<file path="src/rtl/seven_seg_reader.sv">
// seven_seg_reader: recovers a hex digit and the decimal point from a live
// 7-segment bundle. The bundle is synchronized, then debounced with a run
// counter. Each new stable glyph produces one result on a valid/ready port.
// Patterns that are not in the glyph table come out flagged as errors.
module seven_seg_reader #(
  parameter int STABLE_CYCLES = 4,
  parameter int CNT_W         = 8
) (
  input  logic       clk,
  input  logic       rst_n,
  input  logic [7:0] seg_i,      // {g,f,e,d,a,b,dp,c}
  input  logic       out_ready,
  input  logic       clear_i,
  output logic       out_valid,
  output logic [3:0] out_value,
  output logic       out_dp,
  output logic       out_error,
  output logic       overrun
);

  localparam logic [CNT_W-1:0] STABLE_C = CNT_W'(STABLE_CYCLES);
  localparam logic [7:0]       DP_MASK  = 8'h02;

  typedef enum logic {TRACK, LOCKED} state_e;

  // synchronizer, debounce and FSM state
  logic [7:0]       sync1_q, sync2_q;
  logic [CNT_W-1:0] run_q, run_d;
  state_e           state_q, state_d;
  logic [7:0]       last_q;

  // result register
  logic       valid_q;
  logic [3:0] value_q;
  logic       dp_q;
  logic       err_q;
  logic       ovr_q;

  // decode / control
  logic       seg_changed;
  logic       accept;
  logic       is_new;
  logic       is_blank;
  logic       emit;
  logic       fire;
  logic       drop;
  logic       load;
  logic [6:0] glyph;     // {a,b,c,d,e,f,g}
  logic [3:0] dec_value;
  logic       dec_err;

  // Two-flop synchronizer on the whole bundle; the bits of one pattern may
  // land on different edges, which the run counter absorbs.
  always_ff @(posedge clk or negedge rst_n) begin
    if (!rst_n) begin
      sync1_q <= '0;
      sync2_q <= '0;
    end else begin
      sync1_q <= seg_i;
      sync2_q <= sync1_q;
    end
  end

  // sync1_q is what sync2_q becomes on this edge, so comparing them tells
  // us whether the synchronized pattern changes right now.
  assign seg_changed = (sync1_q != sync2_q);
  assign accept      = (state_q == TRACK) && (run_q == STABLE_C);
  assign is_new      = (sync2_q != last_q);
  assign is_blank    = ((sync2_q & ~DP_MASK) == 8'h00);
  assign emit        = accept && is_new && !is_blank;
  assign fire        = valid_q && out_ready;
  assign drop        = emit && valid_q && !out_ready;
  assign load        = emit && !drop;

  // Run-length of the current synchronized pattern, saturating at the
  // stability threshold.
  always_comb begin
    run_d = run_q;
    if (seg_changed)
      run_d = CNT_W'(1);
    else if (run_q != STABLE_C)
      run_d = run_q + CNT_W'(1);
  end

  // TRACK waits for stability; LOCKED means this run was already handled.
  // A change on the accept edge itself goes straight back to TRACK so the
  // incoming pattern is debounced from its first cycle.
  always_comb begin
    state_d = state_q;
    if (seg_changed)
      state_d = TRACK;
    else if (accept)
      state_d = LOCKED;
  end

  // Debounce counter, FSM and last-accepted pattern. last_q also follows
  // blank and dropped patterns: they were handled, just not delivered.
  always_ff @(posedge clk or negedge rst_n) begin
    if (!rst_n) begin
      run_q   <= '0;
      state_q <= TRACK;
      last_q  <= 8'h00;
    end else begin
      run_q   <= run_d;
      state_q <= state_d;
      if (accept && is_new)
        last_q <= sync2_q;
    end
  end

  // Segment pattern reordered as a..g for the glyph lookup; dp is ignored.
  assign glyph = {sync2_q[3], sync2_q[2], sync2_q[0], sync2_q[4],
                  sync2_q[5], sync2_q[6], sync2_q[7]};

  // Glyph table lookup; anything unlisted is an error reported as value 0.
  always_comb begin
    dec_value = 4'h0;
    dec_err   = 1'b0;
    case (glyph)
      7'b1111110: dec_value = 4'h0;
      7'b0110000: dec_value = 4'h1;
      7'b1101101: dec_value = 4'h2;
      7'b1111001: dec_value = 4'h3;
      7'b0110011: dec_value = 4'h4;
      7'b1011011: dec_value = 4'h5;
      7'b1011111: dec_value = 4'h6;
      7'b1110000: dec_value = 4'h7;
      7'b1111111: dec_value = 4'h8;
      7'b1111011: dec_value = 4'h9;
      7'b1110111: dec_value = 4'hA;
      7'b0011111: dec_value = 4'hB;
      7'b1001110: dec_value = 4'hC;
      7'b0111101: dec_value = 4'hD;
      7'b1001111: dec_value = 4'hE;
      7'b1000111: dec_value = 4'hF;
      default:    dec_err   = 1'b1;
    endcase
  end

  // Result register with valid/ready. A load on a transfer edge keeps
  // valid high with the new data. A result arriving while the consumer
  // stalls is dropped and recorded in the sticky overrun flag.
  always_ff @(posedge clk or negedge rst_n) begin
    if (!rst_n) begin
      valid_q <= 1'b0;
      value_q <= 4'h0;
      dp_q    <= 1'b0;
      err_q   <= 1'b0;
      ovr_q   <= 1'b0;
    end else begin
      if (load) begin
        valid_q <= 1'b1;
        value_q <= dec_value;
        dp_q    <= sync2_q[1];
        err_q   <= dec_err;
      end else if (fire) begin
        valid_q <= 1'b0;
      end
      if (drop)
        ovr_q <= 1'b1;
      else if (clear_i)
        ovr_q <= 1'b0;
    end
  end

  assign out_valid = valid_q;
  assign out_value = value_q;
  assign out_dp    = dp_q;
  assign out_error = err_q;
  assign overrun   = ovr_q;

endmodule

</file>
<file path="config.mk">
export PLATFORM = sky130hd
export DESIGN_NAME = seven_seg_reader
export DESIGN_NICKNAME = d
export VERILOG_FILES = /design/src/rtl/seven_seg_reader.sv
export SDC_FILE = /design/constraint.sdc
export NUM_CORES = 1
export LEC_CHECK = 0
export ABC_AREA = 1
export ABC_CLOCK_PERIOD_IN_PS = 1500
export CAP_MARGIN = 20
export CORE_MARGIN = 2
export CORE_UTILIZATION = 35
export DETAILED_ROUTE_END_ITERATION = 6
export HOLD_SLACK_MARGIN = 0.08
export PLACE_DENSITY = 0.51
export SETUP_SLACK_MARGIN = 0.02
export SLEW_MARGIN = 0
export SYNTH_ARGS = -nofsm -noshare
export SYNTH_HDL_FRONTEND = slang
export SYNTH_SLANG_ARGS = --single-unit
</file>
<file path="constraint.sdc">
create_clock -name clk -period 1.5 [get_ports clk]
set_input_delay 0.15 -clock clk [delete_from_list [all_inputs] [get_ports clk]]
set_output_delay 0.15 -clock clk [all_outputs]
set_load 0.005 [all_outputs]
</file>
==> impl_metrics.csv, run 1 <==
group,metric,value,unit
status,status,"completed",
final_layout,fin_cells,371,
critical_path,worstReg2RegEnd,"last_q[6]",
critical_path,path_class,"reg -> reg",
yosys,ys.flop_type,"dfrtp_1",
yosys,yosys-top-cells-area,"dfrtp_1 50%, nand2_1 16%, nor2_1 5.7%",
power,power_density,821,nW/um2
sta,rsz0062_at_grt,"true",
yosys,ys_async_sr_fraction,1.00,
clock_tree,clockBufferDepth,2,
placed_design,dpl_cell_area,2370,um2
grt,grt_pass1_vias,1577,
final_layout,area_growth,32.0,%
yosys,synth_area,2040,um2
clock_tree,cts_tree,"yes",
clock_tree,clockRootBuffer,"clkbuf_8",
routing,via_count,1672,
floorplan,die_area,6450,um2
sta,final_max_slew_viol_count,0,
final_layout,antennaDiodeCount,0,
min_path,hold_end,"sync1_q[4]",
sta,min_period_over_period,0.948,
floorplan,start_util,0.366,
sta,maxSlewHeadroom,0.736,
floorplan,placementRows,27,
critical_path,cp.required,1670,ps
grt,track_usage,0.141,
placed_design,gp_congestion,0.836,
routing,wl,4060,um
sta,hold_ws,292,ps
critical_path,crit_fanout,16,
yosys,syn_nets,270,
floorplan,die_h,80.3,um
sta,skew,5.21,ps
grt,overflow,0,
yosys,syn_inst,256,
final_layout,final_nets,312,
yosys,yosysSeqAreaShare,0.503,
yosys,postSynthAreaPerCell,7.96,um2
clock_tree,clkTransAtPathRegs,80,ps
power,seq_power_share,0.524,
yosys,yosys-top-cells-count,"88 x nand2_1, 41 x dfrtp_1, 31 x nor2_1",
floorplan,io-pin-count,20,
clock_tree,cts_buffers,5,
min_path,min-delay-start,"seg_i[4]",
clock_tree,cts.sinks,41,
yosys,yosysMostFrequentCell,"nand2_1",
critical_path,cp-start-kind,"register",
yosys,synth_top_cell_area_share,0.503,
routing,vias_per_cell,4.51,
placed_design,portBuffers,19,
min_path,hold_depth,1,
sta,timing.fmax,0.704,GHz
yosys,synth-edff-count,0,
placed_design,dp_hpwl,3040,um
power,design_power_total,2.21,mW
critical_path,rr_startpoint,"run_q[0]",
routing,initialDrtViolationCount,59,
yosys,netlist-cell-type-count,29,
routing,wire_per_inst,10.9,um
critical_path,r2r_cells,8,
sta,hold_violations,0,
critical_path,ff2ff_setup_slack,80,ps
power,ir_worst_vdd,613,uV
clock_tree,htree_levels,2,
sta,post-route-min-period,1420,ps
power,pwr-share-comb,0.078,
power,p_sw,500,uW
power,p_int,1.71,mW
floorplan,core,5570,um2
critical_path,cp-end-kind,"register",
routing,drc,0,
power,p_clk_frac,0.398,
job,cap_violations,0,
yosys,synth_seq_cells,41,
grt,antenna_found_initial,0,
yosys,synth_largest_area_cell,"dfrtp_1",
grt,grt_max_degree,27,
critical_path,arrival,1600,ps
clock_tree,clk_latency,290,ps
routing,ant_nets,0,
floorplan,die_width,80.3,um
final_layout,drive_gt1_frac,0.258,
grt,grt_pass1_wl,6990,um
placed_design,dpl.cell_count,352,
sta,tightestPinTransition,396,ps
power,swShare,0.226,
yosys,yosys_warnings,0,
min_path,hp-class,"in -> reg",
final_layout,fin_area,2690,um2
routing,drt_first_pass_iters,4,
sta,setup_viol,0,
power,p_leak,1.25,nW
[sequential cells by signal, indices dropped and copies added, names as in the netlist]
register	cells
out_dp	1
sync1_q	8
run_q	8
last_q	8
out_valid	1
out_value	4
sync2_q	8
state_q	1
out_error	1
overrun	1
[power by group through the flow]
stage / Sequential (mW) / Clock, mW / Combinational (mW)
after detailed placement: 1.18 / 0 / 0.148
after CTS: 1.16 / 0.923 / 0.151
after global routing: 1.16 / 0.973 / 0.196
after global placement: 1.18 / 0 / 0.149
after floorplan: 1.16 / 0 / 0.0864
final: 1.16 / 0.879 / 0.172
[worst max path at each step]
stage,slack [ps],cells after the start,endpoint,startpoint
5_1_grt,-30,8,out_value[2],run_q[0]
6_report,80,8,last_q[6],run_q[0]
2_1_floorplan,50,7,out_dp,run_q[0]
4_1_cts,30,8,run_q[5],sync2_q[3]
3_5_place_dp,-20,7,out_value[0],run_q[0]
3_3_place_gp,-30,7,out_error,run_q[0]
[worst max-delay path, stage by stage (launching register included)]
cell and delay (ps):
dfrtp_1 400, inv_2 80, ha_4 140, nand3_4 80
nor3_4 210, buf_4 170, nand2_8 90, nand2_1 70
o21ai_1 60
[cells by family (layout without fill, tap and decap cells)]
group                    Yosys count  count (layout)  synth area share
XOR/XNOR                           9               9            0.0387
AND/OR/NAND/NOR                  145             145             0.312
flip-flops                        41              41             0.503
buffers and inverters             35              78            0.0706
AO/OA/AOI/OAI                     24              24            0.0632
adder cells (fa/ha/maj)            2               2            0.0123
[placed cells by master (no fill, tap or decap), types with 2 or more instances in the layout]
cell type,n
clkdlybuf4s50_1,18
dfrtp_1,33
xnor2_2,2
o21ai_0,2
buf_4,17
nand2_1,82
xnor2_1,7
dfrtp_2,8
nand2_2,7
nor2_2,8
nor3_2,2
nor2_1,22
buf_6,2
clkinv_1,2
nor3_1,3
clkbuf_8,5
inv_2,12
o21ai_1,11
nor2_4,3
nand3b_1,2
a21oi_1,7
nand4_1,4
inv_1,15
nand3_1,7
[stage by stage]
step	worst slack (ps)	setup TNS, ps	utilization
finish	78.6	0	0.483
global route	-27.2	-209	0.483
CTS	33.1	0	0.448
detailed placement	-16.2	-20.0	0.425
global placement	-28.7	-111	0.425
floorplan	46.1	0	-
[routing by layer]
layer	vias up	track usage	wire [um]
met3	2	0.0348	152
li1	891	-	-
met4	0	0.0407	24
met5	-	0	0
met1	752	0.193	2040
met2	27	0.222	1850
[timing repair]
item / in CTS / in global routing
buffers inserted: 1 / 9
hold buffers: 1 / 0
pin swaps: 2 / 12
resized for setup: 0 / 40
hold endpoints to repair: 15 / 0
endpoints found under the setup margin: 11 / 22
[area by class of cell]
| cell class | instances | area [um2] |
|---|---|---|
| Sequential cell | 41 | 1040 |
| Multi-Input combinational cell | 180 | 973 |
| Clock inverter | 2 | 38.8 |
| Tap cell | 72 | 90.1 |
| Fill cell | 566 | 2880 |
| Timing Repair Buffer | 40 | 365 |
| Inverter | 30 | 115 |
| Clock buffer | 6 | 72.6 |
(Power assumes the default switching activity.)
==> run 2: changes to the inputs <==
--- a/config.mk
+++ b/config.mk
@@ -11,8 +11,10 @@
 export CORE_MARGIN = 2
 export CORE_UTILIZATION = 35
 export DETAILED_ROUTE_END_ITERATION = 6
+export GPL_TIMING_DRIVEN = 0
 export HOLD_SLACK_MARGIN = 0.08
-export PLACE_DENSITY = 0.51
+export MAX_ROUTING_LAYER = met4
+export PLACE_DENSITY = 0.59
 export SETUP_SLACK_MARGIN = 0.02
 export SLEW_MARGIN = 0
 export SYNTH_ARGS = -nofsm -noshare
==> impl_metrics.csv, run 2 (synthesized netlist as in run 1, its figures left out) <==
group,metric,value,unit
status,status,"finished with violations",
status,violations,"negative setup slack",
critical_path,crit_fanout,7,
sta,final_max_slew_viol_count,0,
grt,busiest_layer,"met2",
min_path,hp-class,"in -> reg",
grt,met3_usage,0.0382,
grt,track_usage,0.144,
critical_path,rr_startpoint,"sync2_q[3]",
sta,maxSlewHeadroom,0.757,
final_layout,antennaDiodeCount,0,
grt,overflow,0,
critical_path,worstReg2RegEnd,"last_q[6]",
critical_path,r2r_cells,8,
final_layout,final_common_cell,"nand2_1",
placed_design,dpl_cell_area,2330,um2
power,ir_worst_vdd,559,uV
critical_path,cpMaxStageDelayCell,"dfrtp_1",
floorplan,die_h,80.3,um
floorplan,die_width,80.3,um
sta,tightestPinTransition,363,ps
grt,grtUsageMet1,0.175,
clock_tree,clkTransAtPathRegs,80,ps
floorplan,io-pin-count,20,
grt,grt_max_degree,28,
critical_path,cp-end-kind,"register",
routing,wl,4150,um
final_layout,mostFrequentLayoutCells,"82 x nand2_1, 39 x dfrtp_1, 29 x nor2_1, 18 x clkdlybuf4s50_1, 17 x inv_1",
job,cap_violations,0,
sta,timing.fmax,0.666,GHz
power,power_density,832,nW/um2
critical_path,cp.required,1690,ps
clock_tree,clk_latency,300,ps
routing,drt_first_pass_iters,4,
floorplan,core,5570,um2
placed_design,dpl.cell_count,348,
floorplan,start_util,0.366,
sta,hold_violations,0,
final_layout,fin_area,2670,um2
clock_tree,cts_buffers,5,
clock_tree,clockBufferDepth,2,
clock_tree,htree_levels,2,
critical_path,crit_start,"sync2_q[3]",
critical_path,arrival,1690,ps
floorplan,placementRows,27,
routing,drc,0,
critical_path,crit_buf_inv,2,
grt,grt_pass1_wl,7010,um
critical_path,cp-start-kind,"register",
grt,use_met2,0.231,
critical_path,path_cells,"clkbuf_4 -> xnor2_1 -> nand2_1 -> nor2_1 -> nand2_2 -> nand2_4 -> clkbuf_16 -> o21ai_1",
clock_tree,clockRootBuffer,"clkbuf_8",
critical_path,path_class,"reg -> reg",
final_layout,fin_cells,367,
power,p_leak,1.25,nW
critical_path,ff2ff_setup_slack,-2,ps
placed_design,gp_congestion,0.846,
critical_path,cp-endpoint,"last_q[6]",
routing,vias_per_cell,4.55,
grt,antenna_found_initial,0,
final_layout,area_growth,30.8,%
clock_tree,cts.sinks,41,
grt,grt_pass1_vias,1621,
routing,ant_nets,0,
routing,wire_per_inst,11.3,um
sta,setup_tns,-2.14,ps
routing,via_count,1670,
floorplan,die_area,6450,um2
min_path,hold_depth,1,
sta,rsz0062_at_grt,"true",
routing,initialDrtViolationCount,79,
final_layout,final_nets,308,
sta,post-route-min-period,1500,ps
critical_path,cp.depth,8,
sta,skew,6.93,ps
final_layout,drive_gt1_frac,0.224,
sta,setup_viol,1,
sta,finalWorstSetupSlack,-2.14,ps
placed_design,dp_hpwl,2880,um
sta,min_period_over_period,1.00,
critical_path,worst_path_dominant_cell_family,"simple AND/OR/NAND/NOR gates",
clock_tree,cts_tree,"yes",
critical_path,slowest_delay,390,ps
placed_design,portBuffers,19,
==> run 2: cell types whose count changed in the layout (fill, tap and decap cells not counted), moves of 2 or more <==
cell	before	now
nor2_2	8	3
nor2_4	3	1
nor2_1	22	29
dfrtp_1	33	39
nand2_4	0	2
buf_2	1	4
dfrtp_2	8	2
o21ai_1	11	4
o21ai_2	0	7
inv_1	15	17
buf_4	17	7
==> run 2: repair_timing <==
action,4_1_cts,5_1_grt
setup buffers,6,3
gates cloned,0,1
endpoints found under the hold margin,14,0
hold buffers,1,0
pin swaps,6,11
resized for setup,5,26
endpoints found under the setup margin,15,24
==> run 2: worst min-delay path by stage <==
| stage | startpoint | endpoint | slack [ps] |
|---|---|---|---|
| after floorplan | rst_n | last_q[0] | -150 |
| after global placement | sync1_q[7] | sync2_q[7] | 380 |
| final | seg_i[7] | sync1_q[7] | 280 |
| after global routing | seg_i[4] | sync1_q[4] | 270 |
| after CTS | seg_i[1] | sync1_q[1] | 270 |
| after detailed placement | rst_n | sync1_q[5] | 90 |
==> run 2: power breakdown <==
part / switching (mW) / internal, mW / total, mW
logic: 0.0964 / 0.0728 / 0.169
registers: 0.0191 / 1.13 / 1.15
clock network: 0.404 / 0.498 / 0.902
total: 0.520 / 1.70 / 2.22
==> run 2: per-layer routing <==
metal  share of wire  up-vias
li1                -      876
met1            0.45      767
met2            0.50       20
met3           0.029        7
met4           0.016        0
met5               0        -
==> run 2: final cells by class <==
| cell class | count | area, um2 |
|---|---|---|
| repair buffers | 31 | 315 |
| plain buffers | 5 | 37.5 |
| flip-flops and latches | 41 | 1030 |
| fillers | 542 | 2910 |
| clock buffers | 5 | 68.8 |
| multi-input cells | 180 | 967 |
| inverters | 30 | 113 |
| clock inverters | 3 | 46.3 |
| well taps | 72 | 90.1 |
==> run 2: through the flow <==
| stage | power, mW | util | hold WS, ps | setup slack [ps] |
|---|---|---|---|---|
| 3_3_place_gp | 1.32 | 0.416 | 377 | -802 |
| 2_1_floorplan | 1.25 | - | -146 | 46.1 |
| 5_1_grt | 2.33 | 0.478 | 274 | -119 |
| 3_5_place_dp | 1.33 | 0.419 | 89.0 | -156 |
| 4_1_cts | 2.25 | 0.453 | 266 | 11.6 |
| 6_report | 2.22 | 0.478 | 280 | -2.14 |
==> run 2: worst reg2reg max path, stage by stage, from the launching register on <==
cell and delay (ps):
dfrtp_1 390, clkbuf_4 180, xnor2_1 170, nand2_1 70, nor2_1 120, nand2_2 100, nand2_4 140, clkbuf_16 170
o21ai_1 60
